File: src/rtl/router_pkt_fifo.sv
// router_pkt_fifo: per-output-port packet FIFO storing data bytes plus a header flag,
// with a packet-length down-counter and fill status. Define ROUTER_PKT_FIFO_ERR_EN for sticky error flags.
module router_pkt_fifo #(
  parameter int WIDTH     = 8,
  parameter int DEPTH     = 16,
  parameter int LEN_MSB   = 7,
  parameter int LEN_LSB   = 2,
  parameter int AFULL_LVL = 12
) (
  input  logic                         clock,
  input  logic                         reset,
  input  logic                         soft_reset,
  input  logic                         write_enb,
  input  logic                         read_enb,
  input  logic                         lfd_state,
  input  logic [WIDTH-1:0]             data_in,
  output logic [WIDTH-1:0]             data_out,
  output logic                         data_valid,
  output logic                         full,
  output logic                         empty,
  output logic                         almost_full,
  output logic [$clog2(DEPTH):0]       fill_level,
  output logic                         pkt_active,
  output logic [LEN_MSB-LEN_LSB+1:0]   pkt_remaining,
  output logic                         overflow_err,
  output logic                         underflow_err
);

  localparam int AW = $clog2(DEPTH);
  localparam int PW = AW + 1;
  localparam int RW = LEN_MSB - LEN_LSB + 2;

  logic [WIDTH:0]  mem [DEPTH];
  logic [PW-1:0]   wptr;
  logic [PW-1:0]   rptr;
  logic            lfd_d1;
  logic            wr_acc;
  logic            rd_acc;
  logic [WIDTH:0]  rd_entry;

  // Wrap bit makes the pointer difference an exact occupancy count 0..DEPTH.
  assign fill_level  = wptr - rptr;
  assign full        = (fill_level == PW'(DEPTH));
  assign empty       = (fill_level == '0);
  assign almost_full = (fill_level >= PW'(AFULL_LVL));
  assign pkt_active  = (pkt_remaining != '0);

  assign wr_acc   = write_enb && !full && !soft_reset;
  assign rd_acc   = read_enb && !empty && !soft_reset;
  assign rd_entry = mem[rptr[AW-1:0]];

  always_ff @(posedge clock or posedge reset) begin
    if (reset) lfd_d1 <= 1'b0;
    else       lfd_d1 <= lfd_state;
  end

  always_ff @(posedge clock) begin
    if (wr_acc) mem[wptr[AW-1:0]] <= {lfd_d1, data_in};
  end

  always_ff @(posedge clock or posedge reset) begin
    if (reset) begin
      wptr          <= '0;
      rptr          <= '0;
      data_out      <= '0;
      data_valid    <= 1'b0;
      pkt_remaining <= '0;
    end else if (soft_reset) begin
      wptr          <= '0;
      rptr          <= '0;
      data_out      <= '0;
      data_valid    <= 1'b0;
      pkt_remaining <= '0;
    end else begin
      if (wr_acc) wptr <= wptr + PW'(1);
      if (rd_acc) begin
        rptr       <= rptr + PW'(1);
        data_out   <= rd_entry[WIDTH-1:0];
        data_valid <= 1'b1;
        // Header byte reloads with payload length plus the trailing parity byte.
        if (rd_entry[WIDTH])
          pkt_remaining <= RW'(rd_entry[LEN_MSB:LEN_LSB]) + RW'(1);
        else if (pkt_remaining != '0)
          pkt_remaining <= pkt_remaining - RW'(1);
      end else begin
        data_valid <= 1'b0;
      end
    end
  end

`ifdef ROUTER_PKT_FIFO_ERR_EN
  always_ff @(posedge clock or posedge reset) begin
    if (reset) begin
      overflow_err  <= 1'b0;
      underflow_err <= 1'b0;
    end else if (soft_reset) begin
      overflow_err  <= 1'b0;
      underflow_err <= 1'b0;
    end else begin
      if (write_enb && full) overflow_err  <= 1'b1;
      if (read_enb && empty) underflow_err <= 1'b1;
    end
  end
`else
  assign overflow_err  = 1'b0;
  assign underflow_err = 1'b0;
`endif

endmodule

File: config.mk
export PLATFORM = sky130hd
export DESIGN_NAME = router_pkt_fifo
export DESIGN_NICKNAME = d
export VERILOG_FILES = /design/src/rtl/router_pkt_fifo.sv
export SDC_FILE = /design/constraint.sdc
export NUM_CORES = 1
export LEC_CHECK = 0
export CAP_MARGIN = 0
export CORE_MARGIN = 5
export CORE_UTILIZATION = 59
export DETAILED_ROUTE_END_ITERATION = 7
export PLACE_DENSITY = 0.79
export SLEW_MARGIN = 20
export SYNTH_ARGS = -nofsm -noshare
export SYNTH_HDL_FRONTEND = slang
export SYNTH_SLANG_ARGS = --single-unit
File: constraint.sdc
create_clock -name clock -period 4.11 [get_ports clock]
set_input_delay 0.6165 -clock clock [delete_from_list [all_inputs] [get_ports clock]]
set_output_delay 0.6165 -clock clock [all_outputs]
set_load 0.02 [all_outputs]
==> metrics <==
H-tree levels 4; setup_tns 0 ns; Pre-antenna DRT Iters 5; largest net degree at the start of global routing 40; root buffer cell clkbuf_16; Clock Path Buffers 2; final hold viol count 0; slew at the pin closest to its max-slew limit 0.8473 ns; vias in the first global route 4235; port bufs 38; # setup viols final 0; part of the power in the clock network 29.9%; xor and xnor area share after synthesis 1.552%; core region area 0.01211 mm^2; Worst Hold Class reg2reg; Total GRT Usage 21.99%; Sw Pwr 1.767 mW; maximum vdd drop 0.0003192 V; share of cells above drive strength 1 16.57%; Max Cap Violations 0; post-synthesis cell type count 50; crit path DAT 3.25 ns; critical path data required time 3.49 ns; Synth Area in Simple Gates 7.417%; ys async rst share 15.79%; post-route cell area 0.008610 mm^2; post-synthesis adder-cell area fraction 2.319%; Initial Util 60.59%; area grow syn2layout 17.32%; total power 5.684 mW; Clock transition at path regs 0.06 ns; DP Worst Slack 0.4719 ns; first-pass GRT wire length 23.81 mm; Mean Syn Cell Area 16.79 um^2; DP Area 0.007968 mm^2; Slew headroom 43.37%; Post-synth EDFFs 144; remaining antenna violation count after routing 0; mux share of post-synthesis cell area 13.96%; Num CTS Buffers 17; DR iter-0 viols 323; ant diodes 0; combinational family with the most area after synthesis multiplexers; Flop pwr share 36.1%; DR vias 4163; Compound-Gate Fraction of Synth Area 4.024%; # fillers 770; RSZ-0062 raised after global routing no; post-CTS setup buffers 0; worst setup path class reg2out; GRT overflow 0; Lkg Pwr 3.019 nW; Slew Limit Fails 0; Die Wd 121.5 um; commonest non-fill, non-tap cell in the layout edfxtp_1; predominant post-synthesis flop cell edfxtp_1; Final Non-Filler Cells 675; period utilisation layout 94.03%; fmax 258.8 MHz; # placed instances 643; Setup crit start kind flip-flop; Final Hold Slack 0.5177 ns; Die Y 121.5 um; Final min period 3.864 ns; Clock Latency Late Sink 0.43 ns; Max Fanout on Critical Path 6; Via density 6.167; Cell Pwr Density 660.2 mW/mm^2; Yosys reg bits 171; Setup Skew 0.006447 ns; switching power share of the total 31.09%; Final Wtd Congestion 0.9436; CTS tree yes; PnR worst setup slack 0.2456 ns; Post-Syn Instances 437; Die Area 0.01477 mm^2; hpwl dp 10.12 mm; row cnt 40; initial antenna violation count 0; CP Capture Type primary output; status finished clean; drt drc 0; post-DR wirelength/cell 22.16 um; combinational fraction of design power 34.0%; Int Pwr 3.917 mW; clk sinks 171; Nets 521; Routed WL 14.96 mm; commonest cells after routing, fill and taps aside 144 x edfxtp_1, 38 x clkdlybuf4s50_1, 29 x nor2_1; # IOs 41; post-route core utilization 71.08%; Cell Area, Synth 0.007338 mm^2; Seq/Total Area, Yosys 68.13%; Yosys Warn Count 0
-- metal layers --
metal	part of all wire [%]	GRT usage, %
met5	0	0
met4	2.6	9.664
met3	6.4	4.103
met2	50	35.51
met1	41	29.59
-- critical path, cell delays in order (launching register included) --
cell,delay [ns]
dfrtp_1,0.43
inv_1,0.12
ha_1,0.18
inv_1,0.06
fa_1,0.48
nor3b_1,0.24
nand4b_1,0.17
a211oi_2,0.46
clkdlybuf4s50_1,0.69
-- registers in the layout, summed over array words and instances, names as in the netlist --
name,flops
mem,144
data_out,8
rptr,5
data_valid,1
lfd_d1,1
pkt_remaining,7
wptr,5
-- worst paths after layout --
path	slack (ns)	start	end	depth (start not counted)
min in group asynchronous	0.59	reset	pkt_remaining[1]	2
max	0.25	wptr[0]	full	8
min	0.52	data_out[2]	data_out[2]	2
max in group asynchronous	3.09	reset	rptr[0]	2
max reg2reg	0.63	wptr[0]	rptr[3]	11
min reg2reg	0.52	data_out[2]	data_out[2]	2
-- cell usage after synthesis (4+ instances only) --
master    number  area [um^2]
ha_1          12        150.1
nor2_1        29        108.9
clkbuf_1       9        33.78
dfrtp_1       27        675.7
mux2i_1        6        60.06
nand3_1       20        100.1
inv_1         14        52.55
buf_4          4        30.03
nor2b_1        5        31.28
xor2_1         6        52.55
o21ai_0        6        30.03
nand2_1       27        101.4
nor3_1         5        25.02
a22oi_1       10        75.07
xnor2_1        7        61.31
a21oi_1       15        75.07
buf_2          4        20.02
nand3b_1       4        30.03
edfxtp_1     144         4324
mux4_2        25        563.0
mux4_1        14        367.9
-- kinds of logic after synthesis --
kind of cell | after synthesis
flip-flops | 171
AND/OR/NAND/NOR | 110
multiplexers | 48
AO/OA/AOI/OAI | 45
buffers and inverters | 36
adder cells (fa/ha/maj) | 13
XOR/XNOR | 13
other | 1
-- repair_timing --
action	4_1_cts	5_1_grt
setup endpoints to repair	0	1
hold buffers	0	0
gates resized for setup	0	1
-- power groups by stage --
stage	logic [mW]	clock network, mW	registers (mW)
after floorplan	1.28	0	2.14
after global placement	1.86	0	2.08
after detailed placement	1.91	0	2.09
after CTS	1.93	1.73	2.05
after global routing	2.07	1.81	2.06
final	1.93	1.70	2.05
-- final cells by class --
type | instances | area [um^2] | share of cell area [%]
clock buffers | 23 | 478.0 | 5.552
clock inverters | 9 | 158.9 | 1.846
inverters | 14 | 52.55 | 0.6104
multi-input cells | 231 | 2171 | 25.21
flip-flops and latches | 171 | 5001 | 58.09
well taps | 168 | 210.2 | 2.442
repair buffers | 59 | 538.0 | 6.249
No activity file was read; power rests on OpenSTA's default activity.
